--- config.mk ---
export PLATFORM = sky130hd
export DESIGN_NAME = mips_boot_loader
export DESIGN_NICKNAME = d
export VERILOG_FILES = /design/src/rtl/mips_boot_loader.sv
export SDC_FILE = /design/constraint.sdc
export NUM_CORES = 1
export LEC_CHECK = 0
export CAP_MARGIN = 20
export CELL_PAD_IN_SITES_DETAIL_PLACEMENT = 1
export CELL_PAD_IN_SITES_GLOBAL_PLACEMENT = 1
export CORE_MARGIN = 5
export CORE_UTILIZATION = 46
export DETAILED_ROUTE_END_ITERATION = 8
export GPL_TIMING_DRIVEN = 0
export HOLD_SLACK_MARGIN = 0.1
export MAX_ROUTING_LAYER = met4
export PLACE_DENSITY = 0.9
export SLEW_MARGIN = 5
export SYNTH_ARGS = -nofsm -noshare
export SYNTH_HDL_FRONTEND = slang
export SYNTH_SLANG_ARGS = --single-unit
--- constraint.sdc ---
create_clock -name clk -period 3.23 [get_ports clk]
set_input_delay 0.8075 -clock clk [delete_from_list [all_inputs] [get_ports clk]]
set_output_delay 0.8075 -clock clk [all_outputs]
set_load 0.05 [all_outputs]
--- src/rtl/mips_boot_loader.sv ---
`default_nettype none
// ============================================================================
// Module   : mips_boot_loader
// Brief    : Byte-stream program loader for the MIPS32 single-cycle core.
//            Receives a framed image (A5, LEN_HI, LEN_LO, N*4 data bytes, CK)
//            over a valid/ready byte interface, writes each big-endian word
//            into instruction memory and releases the core only after the
//            frame checksum matches.
// Revision : 1.0 - initial release
// ============================================================================
module mips_boot_loader #(
    parameter int ADDR_W = 8,
    parameter int DEPTH  = 256
) (
    input  logic              clk,
    input  logic              reset,
    input  logic [7:0]        rx_data,
    input  logic              rx_valid,
    output logic              rx_ready,
    output logic              imem_we,
    output logic [ADDR_W-1:0] imem_addr,
    output logic [31:0]       imem_wdata,
    output logic              cpu_reset,
    output logic              done,
    output logic              err
);

    typedef enum logic [2:0] {
        HUNT   = 3'd0,
        LEN_HI = 3'd1,
        LEN_LO = 3'd2,
        DATA   = 3'd3,
        CKSUM  = 3'd4,
        ERROR  = 3'd5,
        RUN    = 3'd6
    } state_t;

    localparam logic [7:0]  c_header = 8'hA5;
    // One bit wider than the length field so a DEPTH of 65536 still compares.
    localparam logic [16:0] c_depth  = 17'(DEPTH);

    state_t              r_state;
    state_t              w_state_nxt;

    logic [7:0]          r_len_hi;      // captured LEN_HI byte
    logic [15:0]         r_len;         // word count N of the current frame
    logic [15:0]         r_wcnt;        // words written so far in this frame
    logic [ADDR_W-1:0]   r_waddr;       // next write address
    logic [1:0]          r_bcnt;        // byte position inside the current word
    logic [23:0]         r_asm;         // first three bytes of the word in flight
    logic [7:0]          r_cksum;       // running sum of data bytes

    logic                w_accept;
    logic [15:0]         w_len;
    logic                w_len_too_big;
    logic                w_last_byte;
    logic                w_last_word;

    // Handshake and frame-position decodes shared by both processes.
    always_comb begin
        w_accept      = rx_valid && rx_ready;
        w_len         = {r_len_hi, rx_data};
        w_len_too_big = ({1'b0, w_len} > c_depth);
        w_last_byte   = (r_bcnt == 2'd3);
        w_last_word   = (r_wcnt == (r_len - 16'd1));
    end

    // State register.
    always_ff @(posedge clk or negedge reset) begin
        if (!reset) begin
            r_state <= HUNT;
        end else begin
            r_state <= w_state_nxt;
        end
    end

    // Next-state logic: only an accepted byte moves the frame parser.
    always_comb begin
        w_state_nxt = r_state;
        if (w_accept) begin
            case (r_state)
                HUNT, ERROR: begin
                    if (rx_data == c_header) begin
                        w_state_nxt = LEN_HI;
                    end
                end
                LEN_HI: begin
                    w_state_nxt = LEN_LO;
                end
                LEN_LO: begin
                    if (w_len_too_big) begin
                        w_state_nxt = ERROR;
                    end else if (w_len == 16'd0) begin
                        w_state_nxt = CKSUM;
                    end else begin
                        w_state_nxt = DATA;
                    end
                end
                DATA: begin
                    if (w_last_byte && w_last_word) begin
                        w_state_nxt = CKSUM;
                    end
                end
                CKSUM: begin
                    if (rx_data == r_cksum) begin
                        w_state_nxt = RUN;
                    end else begin
                        w_state_nxt = ERROR;
                    end
                end
                RUN: begin
                    w_state_nxt = RUN;
                end
                default: begin
                    w_state_nxt = HUNT;
                end
            endcase
        end
    end

    // Registered outputs and datapath: word assembly, checksum, write port.
    always_ff @(posedge clk or negedge reset) begin
        if (!reset) begin
            rx_ready   <= 1'b0;
            imem_we    <= 1'b0;
            imem_addr  <= '0;
            imem_wdata <= 32'd0;
            cpu_reset  <= 1'b1;
            done       <= 1'b0;
            err        <= 1'b0;
            r_len_hi   <= 8'd0;
            r_len      <= 16'd0;
            r_wcnt     <= 16'd0;
            r_waddr    <= '0;
            r_bcnt     <= 2'd0;
            r_asm      <= 24'd0;
            r_cksum    <= 8'd0;
        end else begin
            // Core release and byte acceptance both follow the next state so
            // they change in the cycle right after the deciding byte.
            imem_we   <= 1'b0;
            rx_ready  <= (w_state_nxt != RUN);
            done      <= (w_state_nxt == RUN);
            cpu_reset <= (w_state_nxt != RUN);

            if (w_accept) begin
                case (r_state)
                    HUNT, ERROR: begin
                        if (rx_data == c_header) begin
                            err     <= 1'b0;
                            r_cksum <= 8'd0;
                            r_wcnt  <= 16'd0;
                            r_waddr <= '0;
                            r_bcnt  <= 2'd0;
                        end
                    end
                    LEN_HI: begin
                        r_len_hi <= rx_data;
                    end
                    LEN_LO: begin
                        r_len <= w_len;
                        if (w_len_too_big) begin
                            err <= 1'b1;
                        end
                    end
                    DATA: begin
                        r_cksum <= r_cksum + rx_data;
                        r_asm   <= {r_asm[15:0], rx_data};
                        r_bcnt  <= r_bcnt + 2'd1;
                        if (w_last_byte) begin
                            imem_we    <= 1'b1;
                            imem_addr  <= r_waddr;
                            imem_wdata <= {r_asm, rx_data};
                            r_waddr    <= r_waddr + 1'b1;
                            r_wcnt     <= r_wcnt + 16'd1;
                        end
                    end
                    CKSUM: begin
                        if (rx_data != r_cksum) begin
                            err <= 1'b1;
                        end
                    end
                    default: begin
                    end
                endcase
            end
        end
    end

endmodule
`default_nettype wire

==> run_results.csv <==
group,metric,value,unit
power_and_ir_drop,power.total,8.12,mW
route,drt-pass1-iter-count,5,
synthesis,yosysUniqueCellTypes,56,
layout,fin_nets,696,
synthesis,synthCells,599,
floorplan,io_pins,56,
route,drc,0,
sta,period_needed,3.17,ns
setup_path,regToRegSetupSlack,0.07,ns
synthesis,avgSynthCellArea,10.4,um^2
synthesis,synth_area_leader_cell,"dfrtp_1",
setup_path,worst_r2r_endpoint,"r_state[1]$_DFF_PN0_",
power_and_ir_drop,ir_drop,0.696,mV
synthesis,ys_ff_latch,130,
clocking,hold_buffers,0,
layout,num_antenna_cells,0,
route,wl_per_cell,26.4,um
setup_path,critPathCaptureType,"flop",
placement,gp_congestion,0.840,
global_routing,antenna_found_initial,0,
power_and_ir_drop,pwr_density_cell,1050,nW/um^2
synthesis,synth_common_cells,"129 x dfrtp_1, 109 x nand2_1, 61 x mux2_2",
sta,skew,0.00591,ns
sta,maxSlewViolCount,0,
synthesis,synth_most_common_cell,"dfrtp_1",
clocking,cts_max_level,4,
power_and_ir_drop,p_leak,3.47,nW
synthesis,ys_top_cells_by_area,"dfrtp_1 52%, mux2_2 11%, nand2_1 6.6%",
clocking,clockBufferDepth,2,
clocking,post-cts-setup-buffers,0,
floorplan,floorplan.die.height,126,um
route,ant_nets,0,
sta,finalHoldViolCount,0,
route,wirelength,22800,um
setup_path,worstRegToRegCells,9,
placement,dpl-instance-area,7020,um^2
global_routing,grtUsageTotal,30.2,%
floorplan,initial_core_util,47.0,%
global_routing,grt_max_degree,80,
synthesis,yosysWarnings,0,
sta,worst_pin_slew,0.706,ns
route,vias,5474,
synthesis,synthFlopType,"dfrtp_1",
setup_path,worstSetupPathType,"input pin to flop",
run,maxCapViolations,0,
setup_path,rr_startpoint,"r_len[0]$_DFFE_PN0P_",
sta,setup_viol,0,
sta,rsz0062_at_grt,"no",
clocking,clkTransAtPathRegs,0.06,ns
sta,period_share,98.0,%
sta,worst_hold_slack,0.323,ns
setup_path,critPathMaxFanout,7,
synthesis,synth_seq_area_share,52.2,%
min_path,hp-class,"input pin to asynchronous set/reset pin",
clocking,numCtsBuffers,17,
clocking,root_buffer,"clkbuf_16",
run_status,status,"complete, no violations",
placement,dp.cells,830,
clocking,clkLatencyLatePin,0.43,ns
layout,drive_gt1_share,17.5,%
setup_path,crit_path_start_kind,"input pin",
setup_path,required,3.54,ns
clocking,cts_num_sinks,130,
setup_path,cp_data_arrival_time,3.47,ns
layout,stdcell_count,862,
placement,hpwlAfterDp,13000,um
sta,max_slew_margin,52.9,%
global_routing,grt_overflow,0,
synthesis,synth_top_area_share,51.8,%
floorplan,die_w,126,um
placement,numPortBuffers,54,
floorplan,coreArea,13200,um^2
sta,max_freq,0.316,GHz
floorplan,rows,42,
layout,area_delta_synth_final,24.5,%
global_routing,grt_pass1_vias,6215,
layout,fin_area,7760,um^2
global_routing,grt_pass1_wl,36100,um
route,via_per_inst,6.35,
synthesis,synth-edff-count,0,
floorplan,dieArea,16000,um^2
route,drt_iter0_markers,434,
synthesis,synth_area,6230,um^2
clocking,cts_tree,"done",
synthesis,async_flop_share,100,%
synthesis,syn_nets,622,
## cell usage in the layout (no fill, tap or decap), drive strengths merged, types with 2 or more instances in the layout
cell	instances
a2111oi	2
a21o	4
a21oi	13
a22o	2
a31oi	4
and2	5
and3	5
buf	10
bufinv	5
clkbuf	38
clkdlybuf4s50	50
clkinv	4
clkinvlp	2
dfrtp	129
dlymetal6s2s	3
ha	11
inv	19
mux2	61
nand2	109
nand2b	4
nand3	14
nand4	5
nor2	39
nor2b	2
nor3	23
nor4	7
nor4b	4
o2111ai	4
o211ai	4
o21a	3
o21ai	22
o21bai	3
o22ai	6
o31ai	3
or2	2
or3	6
or4	5
xnor2	28
xor2	7
## area by class of cell
class,count,area [um^2]
repair buffers,56,584
multi-input cells,425,2870
fillers,1396,5490
plain buffers,26,119
clock buffers,19,443
well taps,176,220
flip-flops and latches,130,3250
clock inverters,13,206
inverters,17,63.8
## worst max-delay path: stages
cell and delay, ns:
clkdlybuf4s50_1 0.64, ha_1 0.47, nor4_1 0.45, nand3_1 0.13
a21oi_1 0.21, nor2_1 0.09, a221o_1 0.36, a211o_1 0.32
## sequential cells by signal, summed over array words and instances, names as in the netlist, 2 cells and up
| register | flops |
|---|---|
| r_waddr | 8 |
| r_len_hi | 8 |
| r_asm | 24 |
| r_bcnt | 2 |
| imem_wdata | 32 |
| r_state | 3 |
| r_len | 16 |
| imem_addr | 8 |
| r_cksum | 8 |
| r_wcnt | 16 |
## metal layers
layer	GRT usage, %	routed length [um]	up-vias	share of wire [%]
li1	-	-	2236	-
met1	33.4	8620	2804	38
met2	50.9	11600	311	51
met3	6.35	1220	123	5.4
met4	16.5	1380	0	6.1
met5	-	0	-	0
## power breakdown
| group | internal (mW) | switching [mW] | total (mW) |
|---|---|---|---|
| Sequential | 2.18 | 0.551 | 2.74 |
| Clock | 1.39 | 0.772 | 2.16 |
| Combinational | 1.15 | 2.07 | 3.22 |
## through the flow
stage | setup slack [ns] | setup TNS (ns) | utilization, %
finish | 0.0644 | 0 | 58.6
global route | 0.0132 | 0 | 58.6
CTS | -0.0661 | -0.0661 | 58.3
detailed placement | -0.809 | -36.18 | 53.0
global placement | -3.60 | -495.77 | 52.8
floorplan | 0.475 | 0 | -
## worst max-delay path by stage
stage	cells past startpoint	start	endpoint	slack, ns
floorplan	6	rx_data[1]	r_waddr[6]$_DFFE_PN0P_	0.48
global placement	1	reset	imem_wdata[31]$_DFFE_PN0P_	-3.60
detailed placement	6	rx_data[1]	r_wcnt[4]$_DFFE_PN0P_	-0.81
CTS	6	rx_data[1]	r_wcnt[7]$_DFFE_PN0P_	-0.07
global route	9	r_len[0]$_DFFE_PN0P_	r_state[1]$_DFF_PN0_	0.01
finish	8	rx_data[0]	rx_ready$_DFF_PN0_	0.06
## kinds of logic after synthesis
group | count (synthesis) | share of synthesized area (%)
xor gates and xnor gates | 35 | 4.92
AOI/OAI and AO/OA | 78 | 8.42
adders and majority gates | 13 | 2.69
DFF | 130 | 52.2
and+or+nand+nor | 237 | 17.7
buffers and inverters | 44 | 2.81
muxes | 62 | 11.2
## timing repair
item	CTS	global route
setup endpoints to repair	65	63
pin swaps	0	1
gates resized for setup	13	8
No activity file was read; power rests on OpenSTA's default activity.
==> variant, RTL diff (config.mk and constraints unchanged) <==
Reset style: synchronous (`reset`), changed in 2 clocked blocks.
--- a/src/rtl/mips_boot_loader.sv
+++ b/src/rtl/mips_boot_loader.sv
@@ -68,3 +68,3 @@
     // State register.
-    always_ff @(posedge clk or negedge reset) begin
+    always_ff @(posedge clk) begin
         if (!reset) begin
@@ -121,3 +121,3 @@
     // Registered outputs and datapath: word assembly, checksum, write port.
-    always_ff @(posedge clk or negedge reset) begin
+    always_ff @(posedge clk) begin
         if (!reset) begin
Function: differs if reset is asserted again (counterexample within 4 cycles, from zero or initial values and one cycle with reset low); with reset held inactive, the same outputs for 4 cycles.
==> variant against the unedited design <==
Fmax up 0.33%. Cell area shrank 5.4%. Sequential cell count is the same. Area after synthesis down 5.6%. Routed wire length down 9.3%. Non-clock buffer count rose by 18. Worst setup slack better by 0.011 ns. Highest routed layer unchanged.
Power is not compared: it rests on default switching activity, and its combinational part moved more than twofold at a synthesized area within 25%.
==> variant: results (changes against the unedited design) <==
[synthesis]
synth_nets = 757  ; +22%
syn_inst = 734  ; +23%
ys_seq_area_share_pct = 44.3  ; -8.0 points
synth.distinct_cells = 64  ; +14%
synthTopCellsByCount = nand2_1, dfxtp_1, a21oi_1
postSynth.asyncResetShare_pct = 0  ; -100 points
synth_area_leaders = dfxtp_1, nand2_1, a21oi_1, xnor2_1, nor2_1
yosys_warnings = 0  ; unchanged

[drt]
viasPerCell = 5.92  ; -6.8%
drt_iter0_markers = 421  ; -3.0%

[final_layout]
drive_gt1_share_pct = 7.21  ; -10 points
final_nets = 828  ; +19%
instances_no_fill = 990  ; +15%
fillers = 1538  ; +10%

[placement]
postPlaceCellArea_mm2 = 0.00662  ; -5.6%
dpl.hpwl_um = 13600  ; +4.0%
dp.cells = 959  ; +16%
dp_worst_setup_slack_ns = -0.993  ; -0.184 ns
place.gp.congestion = 0.888  ; +5.7%

[clocking]
clk_latency_ns = 0.44

[min_path]
hold_class = reg -> reg

[grt]
grt_pass1_wl_um = 32700  ; -9.4%
grtUsageTotal_pct = 28.9  ; -1.3 points
grt_start_max_net_pins = 17  ; -79%
grt_pass1_vias = 6294  ; +1.3%

[setup_path]
cp_max_fo = 5  ; -2
cp.arrival_ns = 3.45  ; -0.02 ns
slowest_stage = or4b_4
cp_slowest_stage_delay_ns = 0.57  ; -0.07 ns

[timing]
relSlewSlack_pct = 54.6  ; +1.7 points
skew_ns = 0.00924  ; +0.00333 ns

[outcome]
status = finished clean

-- variant: changes by cell type in the layout (fill, tap and decap cells not counted), sizes merged, moves of 10 or more --
cell	before	now
a21oi	13	94
nand2	109	180
clkbuf	38	66
dfxtp	0	130
dfrtp	129	0
nor2	39	49
o21ai	22	5
nor3	23	13
mux2	61	0
-- variant: what timing repair did --
| action | CTS | global route |
|---|---|---|
| buffers inserted | 1 | 0 |
| setup endpoints to repair | 37 | 31 |
| gates resized for setup | 16 | 9 |
| pin swaps | 0 | 1 |
-- variant: path summary, 6_finish.rpt --
| check | slack (ns) | cells past startpoint | end | from |
|---|---|---|---|---|
| min reg2reg | 0.45 | 2 | imem_wdata[13]$_SDFFE_PN0P_ | imem_wdata[13]$_SDFFE_PN0P_ |
| min | 0.45 | 2 | imem_wdata[13]$_SDFFE_PN0P_ | imem_wdata[13]$_SDFFE_PN0P_ |
| max reg2reg | 0.07 | 8 | cpu_reset$_SDFF_PN1_ | r_len[1]$_SDFFE_PN0P_ |
| max | 0.07 | 8 | cpu_reset$_SDFF_PN1_ | r_len[1]$_SDFFE_PN0P_ |
-- variant: report_power, final --
part / leakage, nW / internal, W / switching (W)
combinational: 1.09 / 0.0000359 / 0.0000999
clock: 0.310 / 0.00136 / 0.000751
sequential: 1.05 / 0.00161 / 0.00000477
-- variant: metal layers --
metal  vias to the layer above  track usage (%)  part of all wire (%)
li1                       2693                -                     -
met1                      2886             34.1                    41
met2                       212             48.5                    50
met3                        68             5.08                   5.9
met4                         0             12.5                   3.2
met5                         -                -                     0
-- variant: final cells by class --
cell class              instances  area (um^2)  share of cell area [%]
repair buffers                 54          534                    7.28
clock buffers                  21          470                    6.41
inverters                      13         48.8                   0.665
well taps                     172          215                    2.93
flip-flops and latches        130         2600                    35.5
clock inverters                11          175                    2.39
multi-input cells             543         3120                    42.5
plain buffers                  46          175                    2.39
-- variant: cells by family after synthesis --
group                      count (synthesis)  synth area share, %
AOI/OAI and AO/OA                        154                 16.1
xor gates and xnor gates                  38                 5.66
adders and majority gates                 12                 2.68
buffers and inverters                     61                 3.92
DFF                                      130                 44.3
muxes                                      8                 1.36
and+or+nand+nor                          331                 26.0
-- variant: critical path, delay by kind of cell, from the launching register on --
| family | cells | cell delay (ns) |
|---|---|---|
| and+or+nand+nor | 4 | 1.80 |
| AOI/OAI and AO/OA | 2 | 0.59 |
| DFF | 1 | 0.35 |
| adders and majority gates | 1 | 0.17 |
| buffers and inverters | 1 | 0.10 |
